<file path="config.mk">
export PLATFORM = sky130hd
export DESIGN_NAME = mult_sequencer
export DESIGN_NICKNAME = d
export VERILOG_FILES = /design/src/rtl/mult_sequencer.sv
export SDC_FILE = /design/constraint.sdc
export NUM_CORES = 1
export LEC_CHECK = 0
export CAP_MARGIN = 10
export CORE_MARGIN = 5
export CORE_UTILIZATION = 50
export CTS_CLUSTER_DIAMETER = 30
export DETAILED_ROUTE_END_ITERATION = 16
export PLACE_DENSITY = 0.79
export SKIP_CTS_REPAIR_TIMING = 1
export SLEW_MARGIN = 10
export SYNTH_ARGS = -nofsm -noshare
export SYNTH_HDL_FRONTEND = slang
export SYNTH_SLANG_ARGS = --single-unit
</file>
<file path="constraint.sdc">
create_clock -name clk -period 4.65 [get_ports clk]
set_input_delay 0.93 -clock clk [delete_from_list [all_inputs] [get_ports clk]]
set_output_delay 0.93 -clock clk [all_outputs]
set_load 0.005 [all_outputs]
</file>
<file path="src/rtl/mult_sequencer.sv">
// mult_sequencer: sequences one operand pair into an external byte-serial signed multiplier
// and returns its 16-bit product.
//
// Ports:
//   clk, rst_b                    clock, asynchronous active-low reset
//   in_valid/in_ready/in_m/in_q   upstream operand handshake (two's complement bytes)
//   bgn, ibus                     start pulse and operand bus to the multiplier
//   stop, obus                    done level and result bus from the multiplier
//   out_valid/out_ready           downstream product handshake
//   out_prod, err                 signed product and timeout flag for the held result
//
// Flow: IDLE -> START -> LD_M -> LD_Q -> RUN -> DONE -> IDLE. In RUN, a rising edge on stop
// completes the product. If no edge arrives within TIMEOUT cycles, a zero product is returned
// with err set. All outputs are registered.

module mult_sequencer #(
  parameter int unsigned TIMEOUT = 64
) (
  input  logic        clk,
  input  logic        rst_b,
  input  logic        in_valid,
  output logic        in_ready,
  input  logic [7:0]  in_m,
  input  logic [7:0]  in_q,
  output logic        bgn,
  output logic [7:0]  ibus,
  input  logic        stop,
  input  logic [7:0]  obus,
  output logic        out_valid,
  input  logic        out_ready,
  output logic [15:0] out_prod,
  output logic        err
);

  typedef enum logic [2:0] {
    StIdle  = 3'd0,
    StStart = 3'd1,
    StLdM   = 3'd2,
    StLdQ   = 3'd3,
    StRun   = 3'd4,
    StDone  = 3'd5
  } state_e;

  // Last counter value in RUN; reaching it without a stop edge declares a timeout.
  localparam logic [7:0] CntLast = 8'(TIMEOUT - 1);

  state_e      state_q;
  logic [7:0]  m_q;
  logic [7:0]  q_q;
  logic [7:0]  cnt_q;
  logic [7:0]  obus_prev_q;  // obus one cycle ago: carries the product high byte
  logic        stop_prev_q;  // stop one cycle ago: used for edge detection
  logic        in_ready_q;
  logic        bgn_q;
  logic [7:0]  ibus_q;
  logic        out_valid_q;
  logic [15:0] prod_q;
  logic        err_q;
  logic        stop_rise;

  // A stop level already high on RUN entry does not count as an edge.
  assign stop_rise = stop & ~stop_prev_q;

  always_ff @(posedge clk or negedge rst_b) begin
    if (!rst_b) begin
      state_q     <= StIdle;
      m_q         <= 8'h00;
      q_q         <= 8'h00;
      cnt_q       <= 8'h00;
      obus_prev_q <= 8'h00;
      stop_prev_q <= 1'b0;
      in_ready_q  <= 1'b1;
      bgn_q       <= 1'b0;
      ibus_q      <= 8'h00;
      out_valid_q <= 1'b0;
      prod_q      <= 16'h0000;
      err_q       <= 1'b0;
    end else begin
      obus_prev_q <= obus;
      stop_prev_q <= stop;
      case (state_q)
        StIdle: begin
          if (in_valid) begin
            m_q        <= in_m;
            q_q        <= in_q;
            in_ready_q <= 1'b0;
            bgn_q      <= 1'b1;
            ibus_q     <= in_m;
            state_q    <= StStart;
          end
        end
        StStart: begin
          bgn_q   <= 1'b0;
          ibus_q  <= m_q;
          state_q <= StLdM;
        end
        StLdM: begin
          ibus_q  <= q_q;
          state_q <= StLdQ;
        end
        StLdQ: begin
          ibus_q  <= 8'h00;
          cnt_q   <= 8'h00;
          state_q <= StRun;
        end
        StRun: begin
          // The stop edge is checked first so that it wins over a coincident timeout.
          if (stop_rise) begin
            prod_q      <= {obus_prev_q, obus};
            err_q       <= 1'b0;
            out_valid_q <= 1'b1;
            state_q     <= StDone;
          end else if (cnt_q == CntLast) begin
            prod_q      <= 16'h0000;
            err_q       <= 1'b1;
            out_valid_q <= 1'b1;
            state_q     <= StDone;
          end else begin
            cnt_q <= cnt_q + 8'd1;
          end
        end
        StDone: begin
          if (out_ready) begin
            out_valid_q <= 1'b0;
            in_ready_q  <= 1'b1;
            state_q     <= StIdle;
          end
        end
        default: begin
          out_valid_q <= 1'b0;
          in_ready_q  <= 1'b1;
          bgn_q       <= 1'b0;
          ibus_q      <= 8'h00;
          state_q     <= StIdle;
        end
      endcase
    end
  end

  assign in_ready  = in_ready_q;
  assign bgn       = bgn_q;
  assign ibus      = ibus_q;
  assign out_valid = out_valid_q;
  assign out_prod  = prod_q;
  assign err       = err_q;

endmodule

</file>
## After elaboration in Yosys (flattened, before gate mapping)

Index checks and enable logic that the tools add are counted.

- Bits in registers: 64
- Bits in latches: 0
- Memory bits (writable): 0
- ROM bits: 0
- Input port bits: 29
- Memories kept: 0

- Add/sub/neg operators: 1
- Multipliers: 0
- Div/mod/pow operators: 0
- $lt $le $gt $ge: 0
- Eq/ne operators: 11
- Shifts and indexed selects: 0
- Mux-type cells: 22
- Bitwise logic cells: 6
- Reductions and logical operators: 15

Operators with widths:

| kind | number |
|---|---|
| 2-to-1 mux 16 bit | 2 |
| case mux 8 bit (4 select lines) | 1 |
| 2-to-1 mux 8 bit | 3 |
| case mux 3 bit (6 select lines) | 1 |
| case mux 8 bit (2 select lines) | 1 |
| 2-to-1 mux 3 bit | 4 |
| AND reduction 3 bit | 4 |
| OR reduction 4 bit | 3 |
| adder 8 x 1 -> 8 bit (second input constant) | 1 |
| equality test 8 x 6 -> 1 bit (second input constant) | 1 |
| inequality test 2 bit (second input constant) | 4 |
| AND reduction 2 bit | 4 |
| 2-to-1 mux 1 bit | 7 |
| equality test 3 x 2 -> 1 bit (second input constant) | 2 |
| equality test 3 bit (second input constant) | 2 |
| case mux 1 bit (3 select lines) | 2 |
| NOT 1 bit | 5 |
| nonzero test 2 bit | 2 |
| equality test 3 x 1 -> 1 bit (second input constant) | 1 |
| logical NOT 3 bit | 1 |
| inequality test 3 bit (second input constant) | 1 |
| case mux 1 bit (2 select lines) | 1 |
| OR reduction 2 bit | 1 |
| bitwise AND 1 bit | 1 |

## Logic depth before layout (Yosys ltp)

- Depth after elaboration: 4
- Mapped depth: 7
- Gate-level depth less buffers: 5

## Worst setup path after synthesis

No wires, ideal clock.

- Kind: input -> register
- Start: input port in_valid
- End: register m_q[0]
- Arrival: 2.161 ns
- Path slack: 2.365 ns
- Stages: 4
- Buffers on the path: 1
- Cell sequence: or3b_2 -> nor2_2 -> buf_4 -> mux2_2

- Cells in the longest elaborated chain, start to end: 1

RTL lines:

| item | RTL line | RTL |
|---|---|---|
| start, declared | 21 | `input logic in_valid,` |
| AND reduction 2 bit (no line) | - |  |
| end signal, assigned | 84 | `m_q <= in_m;` |
| end, declared | 48 | `logic [7:0] m_q;` |

No other way between the ends.
A chain may end at the register's enable or synchronous reset.

## Worst setup path after layout

- Start: input port in_valid
- End: register q_q[6]

- Cells in the longest elaborated chain, start to end: 1

RTL lines:

| item | RTL line | RTL |
|---|---|---|
| AND reduction 2 bit (no line) | - |  |
| end signal, assigned | 85 | `q_q <= in_q;` |
| end, declared | 49 | `logic [7:0] q_q;` |

No other way between the ends.

==> flow_metrics.py <==
metrics = {
    "yosys": {
        "yosys_most_used_dff": "dfrtp_1",
        "ys_warn_count": 0,
        "synth_cell_types": 37,
        "synth_fp_nets": 263,
        "synth-edff-count": 0,
        "postSynthAreaPerCell_um2": 11.6,
        "postSynth.asyncResetShare": 1.00,
        "yosysSeqAreaShare": 0.595,
        "ys_ff_latch": 64,
        "synth_cells": 233,
        "synth_area_mm2": 0.00269,
    },
    "detailed_routing": {
        "firstDrtPassIters": 4,
        "routedWlPerCell_um": 15.6,
        "totalWireLength_um": 5690,
        "drc": 0,
        "drtIter0Drc": 142,
        "viasPerCell": 5.35,
        "drtAntennaViolNets": 0,
        "vias": 1948,
    },
    "cts": {
        "cts.sinks": 64,
        "cts_max_path_buffers": 2,
        "clk_latency_ps": 330,
        "cts_tree": "yes",
        "htree_levels": 3,
        "cts_root_buf": "clkbuf_8",
        "cts_buffers": 9,
        "path_clk_slew_ps": 70,
    },
    "placed_design": {
        "portBuffers": 56,
        "dpl.cell_count": 348,
        "dp_hpwl_um": 3780,
        "dpl_cell_area_mm2": 0.00327,
        "gp_congestion": 0.824,
    },
    "die": {
        "core_mm2": 0.00517,
        "rows": 26,
        "die_w_um": 83.4,
        "die-area_mm2": 0.00696,
        "die_h_um": 83.4,
        "boundaryPins": 57,
        "start_util": 0.521,
    },
    "sta": {
        "setup_viol": 0,
        "skew_ps": 8.57,
        "fmax_mhz": 328,
        "whs_ps": 479,
        "tns_ps": 0,
        "min_period_ps": 3050,
        "rsz0062_at_grt": "no",
        "tightest_slew_ps": 1130,
        "max-slew-margin-rel": 0.247,
        "drv_slew": 0,
        "period_share": 0.655,
        "hold_viol": 0,
    },
    "global_route": {
        "grt_pass1_wl_um": 9980,
        "grt_start_max_net_pins": 65,
        "grt_antenna_before_repair": 0,
        "grtUsageTotal": 0.178,
        "grt-ovfl-total": 0,
        "grt_pass1_vias": 1999,
    },
    "final_layout": {
        "areaGrowthSynthToFinish_pct": 30.4,
        "instances_no_fill": 364,
        "multi_input_area_mm2": 0.00101,
        "drive_above_1_share": 0.139,
        "nets": 319,
        "antenna_cells": 0,
        "nFillCells": 393,
        "postLayoutCellArea_mm2": 0.00351,
        "seq_area_mm2": 0.00160,
    },
    "critical_path": {
        "cp.arrival_ps": 3260,
        "r2r-start": "state_q[0]",
        "crit_path_end_kind": "flop",
        "cp-startpoint": "in_valid",
        "required_ps": 4870,
        "slowest_delay_ps": 750,
        "critPathTopFamily": "simple AND/OR/NAND/NOR gates",
        "start_kind": "primary input",
        "critPathKind": "in2reg",
        "path_cells": "clkdlybuf4s50_1, or3b_2, nor2_2, mux2_2",
        "crit_buf_inv": 1,
        "worstPathMaxFanout": 16,
        "slowest_stage": "clkdlybuf4s50_1",
    },
    "pwr": {
        "power_density_mw_per_mm2": 646,
        "ir_drop_mv": 0.346,
        "finalPower_uw": 2270,
        "power_leakage_uw": 0.00151,
    },
    "run_status": {
        "outcome": "finished clean",
    },
    "worst_hold_path": {
        "min-delay-start": "obus_prev_q[7]",
        "hp-class": "reg2reg",
    },
    "run": {
        "drv_cap": 0,
    },
}
## registers in the layout (all words and copies together) (netlist names)
signal and cells:
stop_prev_q 1, bgn 1, err 1, state_q 3, q_q 8, out_prod 16
out_valid 1, in_ready 1, ibus 8, obus_prev_q 8, m_q 8, cnt_q 8
## layer usage
metal | wire (um) | GRT usage | up-vias
li1 | - | - | 943
met1 | 2560 | 0.242 | 955
met2 | 2820 | 0.270 | 40
met3 | 192 | 0.0356 | 10
met4 | 119 | 0.0921 | 0
met5 | 0 | 0 | -
## cells by family after synthesis
group,after synthesis,synth area share
AND/OR/NAND/NOR,81,0.151
flip-flops,64,0.595
AO/OA/AOI/OAI,57,0.151
multiplexers,16,0.0669
buffers and inverters,14,0.0311
adder cells (fa/ha/maj),1,0.00464
## Yosys cell counts (2+ instances only)
library cell / instances / area share
dfrtp_1: 63 / 0.59
nor2_1: 31 / 0.043
buf_2: 4 / 0.0074
o21ai_0: 5 / 0.0093
nand2_1: 17 / 0.024
nand3_1: 6 / 0.011
nor2_2: 2 / 0.0046
clkbuf_1: 3 / 0.0042
o21a_1: 2 / 0.0056
mux2_2: 16 / 0.067
nand2b_1: 3 / 0.0070
nor3b_1: 3 / 0.0084
nor2b_1: 8 / 0.019
o31ai_1: 8 / 0.022
buf_6: 3 / 0.013
inv_1: 2 / 0.0028
and3_1: 5 / 0.012
a22o_1: 16 / 0.052
a21oi_1: 18 / 0.033
## worst register-to-register path, stage by stage (launching register included)
cell and delay (ps):
dfrtp_1 670, or3b_2 600, nor2_2 640, mux2_2 430
## cell type report
class / instances / area share
Multi-Input combinational cell: 155 / 0.287
Clock inverter: 7 / 0.0342
Sequential cell: 64 / 0.456
Tap cell: 70 / 0.0249
Clock buffer: 9 / 0.0353
Inverter: 2 / 0.00214
Timing Repair Buffer: 57 / 0.160
## path summary, 6_finish.rpt
kind / slack [ps] / to / cells after the start
setup / recovery: 1600 / q_q[6] / 4
min in group asynchronous: 750 / q_q[1] / 2
hold reg to reg: 480 / out_prod[15] / 1
setup reg to reg: 2210 / q_q[6] / 3
hold / removal: 480 / out_prod[15] / 1
max in group asynchronous: 3370 / out_prod[10] / 2
## through the flow
stage	utilization	setup slack, ps
floorplan	-	2360
global placement	0.632	1300
detailed placement	0.632	1270
CTS	0.679	1630
global route	0.679	1530
finish	0.679	1600
## placed cells by master (no fill, tap or decap), types with 4 or more instances in the layout
| master | instances |
|---|---|
| mux2_2 | 16 |
| clkinvlp_4 | 4 |
| nor2_1 | 31 |
| a22o_1 | 16 |
| and3_1 | 5 |
| dfrtp_1 | 63 |
| a21oi_1 | 18 |
| nor2b_1 | 8 |
| clkbuf_8 | 9 |
| o31ai_1 | 8 |
| nand2_1 | 17 |
| nand3_1 | 6 |
| o21ai_0 | 5 |
| clkdlybuf4s50_1 | 55 |
## report_power, final
group          internal, uW  total, uW  switching (uW)
Clock                   356        574             218
Sequential              773        955             182
Combinational           454        738             284
Total                  1580       2270             685
Power figures use the tool's default switching activity.
